[src/rtl/jtkunio_gfx_pkg.sv]
// Shared types and helpers for the Kunio graphics ROM arbiter.
// Client indices, FSM states and the grant picker live here.
package jtkunio_gfx_pkg;

  typedef enum logic [1:0] {
    IDLE,
    WAIT_ACK,
    WAIT_DST
  } state_t;

  localparam logic [1:0] CHAR = 2'd0;
  localparam logic [1:0] SCR  = 2'd1;
  localparam logic [1:0] OBJ  = 2'd2;

  localparam int SDRAM_AW = 22;
  localparam int TAG_W    = 18;

  // First pending client at or after ptr, wrapping obj->char
  function automatic logic [1:0] pick(
    input logic [2:0] pend,
    input logic [1:0] ptr
  );
    logic [5:0] dbl;
    logic [2:0] rot;
    logic [2:0] sum;
    dbl = {pend, pend};
    rot = dbl[ptr +: 3];
    if (rot[0])
      sum = {1'b0, ptr};
    else if (rot[1])
      sum = {1'b0, ptr} + 3'd1;
    else
      sum = {1'b0, ptr} + 3'd2;
    if (sum >= 3'd3)
      sum = sum - 3'd3;
    return sum[1:0];
  endfunction

endpackage

[src/rtl/jtkunio_gfx_slot.sv]
// One-entry tag/data cache for a single graphics ROM client.
// hit is combinational on the live client address.
module jtkunio_gfx_slot
  import jtkunio_gfx_pkg::*;
#(
  parameter int AW = 14
) (
  input  logic          clk,
  input  logic          rst,
  input  logic          cs,
  input  logic [AW-1:0] addr,
  input  logic          wr,
  input  logic [AW-1:0] wr_tag,
  input  logic [31:0]   wr_data,
  output logic          hit,
  output logic [31:0]   data
);

  logic          valid;
  logic [AW-1:0] tag;

  always_ff @(posedge clk or posedge rst) begin
    if (rst) begin
      valid <= 1'b0;
      tag   <= '0;
      data  <= '0;
    end else if (wr) begin
      valid <= 1'b1;
      tag   <= wr_tag;
      data  <= wr_data;
    end
  end

  assign hit = cs & valid & (tag == addr);

endmodule

[src/rtl/jtkunio_gfx_arb.sv]
// Char/scroll/object ROM arbiter onto one SDRAM read port.
// Define JTKUNIO_GFX_RR_EN for round-robin grants, else fixed priority.
module jtkunio_gfx_arb
  import jtkunio_gfx_pkg::*;
#(
  parameter logic [21:0] CHAR_OFFSET = 22'h0,
  parameter logic [21:0] SCR_OFFSET  = 22'h4000,
  parameter logic [21:0] OBJ_OFFSET  = 22'h24000
) (
  input  logic        clk,
  input  logic        rst,
  input  logic        char_cs,
  input  logic [13:0] char_addr,
  output logic [31:0] char_data,
  output logic        char_ok,
  input  logic        scr_cs,
  input  logic [16:0] scr_addr,
  output logic [31:0] scr_data,
  output logic        scr_ok,
  input  logic        obj_cs,
  input  logic [17:0] obj_addr,
  output logic [31:0] obj_data,
  output logic        obj_ok,
  output logic [21:0] sdram_addr,
  output logic        sdram_req,
  input  logic        sdram_ack,
  input  logic        sdram_dst,
  input  logic [31:0] sdram_data
);

  state_t state, state_nx;

  logic [1:0]          sel, sel_nx, pick_idx;
  logic [TAG_W-1:0]    ftag, ftag_nx;
  logic [SDRAM_AW-1:0] addr_nx, base;
  logic                req_nx;
  logic [2:0]          cs, hit, pend, wr;
  logic                dst_ev;

  logic [2:0][TAG_W-1:0] cli_addr;

  assign cli_addr[CHAR] = TAG_W'(char_addr);
  assign cli_addr[SCR]  = TAG_W'(scr_addr);
  assign cli_addr[OBJ]  = obj_addr;

  assign cs   = {obj_cs, scr_cs, char_cs};
  assign pend = cs & ~hit;

`ifdef JTKUNIO_GFX_RR_EN
  logic [1:0] ptr;

  always_ff @(posedge clk or posedge rst) begin
    if (rst)
      ptr <= CHAR;
    else if (state == IDLE && |pend)
      ptr <= (pick_idx == OBJ) ? CHAR : pick_idx + 2'd1;
  end

  assign pick_idx = pick(pend, ptr);
`else
  assign pick_idx = pick(pend, CHAR);
`endif

  always_comb begin
    base = OBJ_OFFSET;
    unique case (pick_idx)
      CHAR:    base = CHAR_OFFSET;
      SCR:     base = SCR_OFFSET;
      default: base = OBJ_OFFSET;
    endcase
  end

  // dst together with ack counts as the data event
  assign dst_ev = sdram_dst &
    ((state == WAIT_DST) |
     ((state == WAIT_ACK) & sdram_ack));

  assign wr = dst_ev ? (3'b001 << sel) : 3'b000;

  always_comb begin
    state_nx = state;
    sel_nx   = sel;
    ftag_nx  = ftag;
    addr_nx  = sdram_addr;
    req_nx   = sdram_req;
    unique case (state)
      IDLE: begin
        if (|pend) begin
          sel_nx   = pick_idx;
          ftag_nx  = cli_addr[pick_idx];
          addr_nx  = base +
            SDRAM_AW'(cli_addr[pick_idx]);
          req_nx   = 1'b1;
          state_nx = WAIT_ACK;
        end
      end
      WAIT_ACK: begin
        if (sdram_ack) begin
          req_nx   = 1'b0;
          state_nx = sdram_dst ? IDLE : WAIT_DST;
        end
      end
      WAIT_DST: begin
        if (sdram_dst)
          state_nx = IDLE;
      end
      default: state_nx = IDLE;
    endcase
  end

  always_ff @(posedge clk or posedge rst) begin
    if (rst) begin
      state      <= IDLE;
      sel        <= CHAR;
      ftag       <= '0;
      sdram_addr <= '0;
      sdram_req  <= 1'b0;
    end else begin
      state      <= state_nx;
      sel        <= sel_nx;
      ftag       <= ftag_nx;
      sdram_addr <= addr_nx;
      sdram_req  <= req_nx;
    end
  end

  jtkunio_gfx_slot #(.AW(14)) u_char (
    .clk     (clk),
    .rst     (rst),
    .cs      (char_cs),
    .addr    (char_addr),
    .wr      (wr[CHAR]),
    .wr_tag  (ftag[13:0]),
    .wr_data (sdram_data),
    .hit     (hit[CHAR]),
    .data    (char_data)
  );

  jtkunio_gfx_slot #(.AW(17)) u_scr (
    .clk     (clk),
    .rst     (rst),
    .cs      (scr_cs),
    .addr    (scr_addr),
    .wr      (wr[SCR]),
    .wr_tag  (ftag[16:0]),
    .wr_data (sdram_data),
    .hit     (hit[SCR]),
    .data    (scr_data)
  );

  jtkunio_gfx_slot #(.AW(18)) u_obj (
    .clk     (clk),
    .rst     (rst),
    .cs      (obj_cs),
    .addr    (obj_addr),
    .wr      (wr[OBJ]),
    .wr_tag  (ftag),
    .wr_data (sdram_data),
    .hit     (hit[OBJ]),
    .data    (obj_data)
  );

  assign char_ok = hit[CHAR];
  assign scr_ok  = hit[SCR];
  assign obj_ok  = hit[OBJ];

endmodule

[config.mk]
export PLATFORM = sky130hd
export DESIGN_NAME = jtkunio_gfx_arb
export DESIGN_NICKNAME = d
export VERILOG_FILES = /design/src/rtl/jtkunio_gfx_pkg.sv /design/src/rtl/jtkunio_gfx_slot.sv /design/src/rtl/jtkunio_gfx_arb.sv
export SDC_FILE = /design/constraint.sdc
export NUM_CORES = 1
export LEC_CHECK = 0
export ABC_AREA = 1
export BUFFER_PORTS_ARGS = -buffer_cell sky130_fd_sc_hd__buf_2
export CAP_MARGIN = 40
export CORE_UTILIZATION = 49
export CTS_BUF_LIST = sky130_fd_sc_hd__clkbuf_2 sky130_fd_sc_hd__clkbuf_4 sky130_fd_sc_hd__clkbuf_8
export DETAILED_ROUTE_END_ITERATION = 16
export HOLD_SLACK_MARGIN = 0.02
export MAX_ROUTING_LAYER = met4
export PLACE_DENSITY_LB_ADDON = 0.1
export SLEW_MARGIN = 40
export SYNTH_ARGS = -nofsm -noshare
export SYNTH_HDL_FRONTEND = slang
export SYNTH_SLANG_ARGS = --single-unit
export TNS_END_PERCENT = 5
[constraint.sdc]
create_clock -name clk -period 6.4 [get_ports clk]
set_input_delay 0 -clock clk [delete_from_list [all_inputs] [get_ports clk]]
set_output_delay 0 -clock clk [all_outputs]
set_load 0.05 [all_outputs]
==> metrics.md <==
| Metric | Value |
|---|---|
| Tightest Pin Transition | `0.709 ns` |
| Min Clock Period, post-route | `3.04 ns` |
| VDD IR max | `420 µV` |
| Total grt overflow | `0` |
| Worst Path Max Fanout | `19` |
| Synth Area in Adders | `0.00460` |
| Crit Path Class | `flip-flop to flip-flop` |
| Overall Power | `5330 µW` |
| Post-route ant nets | `0` |
| CTS clock-pin slew for the worst setup and hold paths | `0.10 ns` |
| Maximum clock frequency | `0.329 GHz` |
| Outcome | `completed` |
| Critical path's slowest cell | `dlygate4sd3_1` |
| Die Ht | `131 µm` |
| RD Place Congestion | `0.933` |
| Syn avg cell area | `8.25 µm²` |
| Top layer in use | `met4` |
| Simple-Gate Fraction of Synth Area | `0.198` |
| Post-CTS Resized | `0` |
| PwrDens | `521 nW/µm²` |
| # diodes | `0` |
| Synthesized cell area | `8150 µm²` |
| Max-cap viol count | `0` |
| CP bufs+invs | `3` |
| CP peak stage delay | `0.58 ns` |
| Multi-input gate area | `2990 µm²` |
| Synthesized instance count | `988` |
| Horiz. Die Dim | `131 µm` |
| Drt wl/cell | `15.8 µm` |
| Final Max Tran Viols | `0` |
| DR pass1 iterations | `5` |
| Worst Path Required | `6.75 ns` |
| WL final | `22800 µm` |
| Global-route usage over all layers | `0.287` |
| Die area | `17200 µm²` |
| Share of layout cells above drive strength 1 | `0.226` |
| Starting Density | `0.508` |
| Relative slew margins | `0.527` |
| Area delta synth->final | `25.4%` |
| Largest net degree at the start of global routing | `104` |
| Period Utilization, post-route | `0.476` |
| Vias | `7217` |
| Nature of the critical path endpoint | `flip-flop` |
| Syn. warnings | `0` |
| RSZ-0062 raised after global routing | `no` |
| Port Buf Inserts | `206` |
| Post-DP HPWL | `16600 µm` |
| Clock sink count | `176` |
| Rows | `46` |
| Fill count | `1416` |
| WL met2 | `10800 µm` |
| CP cell instances | `xnor2_1 > nand3_1 > nor2_1 > nand2_1 > nand2_2 > inv_1 > nand2_1 > o21ai_0 > dlygate4sd3_1 > o21ai_0 > dlygate4sd3_1 > o21ai_2` |
| I/O Pins | `210` |
| Clk root buf | `clkbuf_8` |
| Worst setup SP type | `flip-flop` |
| Netlist cell types | `39` |
| First-pass GRT wire length | `35500 µm` |
| Hold Violations, Final | `0` |
| CTS Buf Count | `17` |
| XOR/XNOR Fraction of Synth Area | `0.0140` |
| Vias in the first global route | `6799` |
| Avg Vias per Cell | `4.98` |
| Final net count | `1311` |
| DR WL met3 | `1330 µm` |
| Met1 Routed Length | `10400 µm` |
| Setup TNS | `0 ns` |
| TritonCTS clock tree | `yes` |
| Sequential share of the synthesized area | `0.540` |
| DRT iter0 DRCs | `375` |
| Seq cells post-synth | `176` |
| FF+latch area | `4400 µm²` |
| H-tree depth | `4` |
| Lkg Pwr | `0.00548 µW` |
| Layout Cells excl Fill | `1449` |
| Worst hold path type | `input pin to flip-flop` |
| Synth Area in Compound Gates | `0.147` |
| Worst-case clock buffer depth | `2` |
| Largest family of logic cells by synthesized area | `simple AND/OR/NAND/NOR gates` |
| WP data arrival | `3.39 ns` |
| DRC Markers | `0` |
| Core Area | `16100 µm²` |
| Clk_skew | `0.0140 ns` |
| Initial antenna violation count | `0` |
| Multiplexer share of the synthesized area | `0` |
| Final setup vio count | `0` |
| Clk_lat worst skew | `0.46 ns` |
| Placed cell count | `1364` |
| CP delay by family, top | `buffers and inverters` |
==> registers in the layout, summed over array words and instances, names as in the netlist <==
register	flops
sdram_req	1
u_scr.tag	17
u_obj.tag	18
sel	2
u_obj.data	32
sdram_addr	5
u_char.data	32
ftag	18
u_char.tag	14
u_scr.valid	1
u_char.valid	1
u_obj.valid	1
state	2
u_scr.data	32
==> synthesized netlist by cell type, drive strengths merged <==
cell     instances  share of area
nor2            59          0.028
conb             1        0.00046
dfrtp          176           0.54
a21boi           1        0.00092
o22ai            6         0.0046
nor4             3         0.0023
o31ai            1        0.00092
a21oi            8         0.0049
inv            130          0.061
nand3           15          0.010
or4              1        0.00092
nand2          298           0.14
nor4b            1         0.0011
buf             21          0.020
nor3             5         0.0031
a221oi           1         0.0011
o221a            1         0.0014
nand4            7         0.0054
nor3b            1        0.00092
o221ai           1         0.0011
or2              4         0.0031
xnor2            5         0.0054
a2111oi          2         0.0021
xor2             8         0.0086
o21ai          190           0.12
clkbuf          32          0.015
ha               3         0.0046
o2111ai          7         0.0075
==> logic make-up after synthesis <==
kind of cell             count (synthesis)
other                                    1
flip-flops                             176
XOR/XNOR                                13
adder cells (fa/ha/maj)                  3
AO/OA/AOI/OAI                          218
AND/OR/NAND/NOR                        394
buffers and inverters                  183
==> repair_timing <==
action / 4_1_cts / 5_1_grt
hold buffers: 53 / 0
buffers inserted: 0 / 0
endpoints found under the hold margin: 215 / 0
==> power by group <==
group	leakage, µW	total, µW	internal (µW)	switching, µW
clock network	0.000209	812	372	440
registers	0.00224	1920	1590	327
logic	0.00303	2600	634	1960
total	0.00548	5330	2600	2730
==> area by class of cell <==
cell class | instances | area share
Clock buffer | 18 | 0.0242
Clock inverter | 14 | 0.0170
Inverter | 130 | 0.0492
Multi-Input combinational cell | 631 | 0.293
Sequential cell | 176 | 0.431
Tap cell | 216 | 0.0264
Timing Repair Buffer | 264 | 0.160
==> final timing paths <==
path,from,slack [ns],cells past startpoint,to
min in group asynchronous,rst,0.21,3,u_char.data[23]
worst min register to register,sdram_addr[15],0.48,2,sdram_addr[15]
worst max register to register,u_char.tag[10],3.36,12,ftag[10]
worst min-delay path,obj_cs,0.04,5,sdram_req
worst max-delay path,u_char.tag[10],3.36,12,ftag[10]
max in group asynchronous,rst,5.07,4,ftag[16]
==> placed cells by master, fill, tap and decap left out, types with 3 or more instances in the layout <==
master / count
nand2_1: 289
buf_2: 206
o21ai_0: 177
dfrtp_1: 176
inv_1: 124
nor2_1: 58
dlygate4sd3_1: 53
clkbuf_8: 18
nand3_1: 12
o21ai_2: 12
xor2_1: 8
a21oi_1: 8
nand4_1: 7
o2111ai_1: 7
o22ai_1: 6
xnor2_1: 5
nand2_2: 5
nor3_1: 5
or2_2: 4
inv_6: 4
inv_8: 4
nor4_1: 3
inv_2: 3
nand2_4: 3
ha_1: 3
conb_1: 3
==> metal layers <==
metal,track usage,vias to the layer above
met4,0.0791,0
met2,0.457,235
met3,0.0566,20
met5,-,-
li1,-,3588
met1,0.374,3374
==> tightest hold or removal path, stage by stage <==
cell	delay (ns)
buf_2	0.09
nand2_1	0.08
nand2_4	0.09
nand2_8	0.12
nand2_1	0.08
==> per-stage QoR <==
stage	util	hold slack, ns	setup WS (ns)	area (µm²)
after floorplan	-	0.0631	1.63	8160
after global placement	0.574	0.168	3.72	9220
after detailed placement	0.577	0.171	3.63	9270
after CTS	0.636	0.0252	3.39	10200
after global routing	0.637	0.0639	3.16	10200
final	0.637	0.0414	3.36	10200
Note: power is estimated with default switching activity, not from simulation.
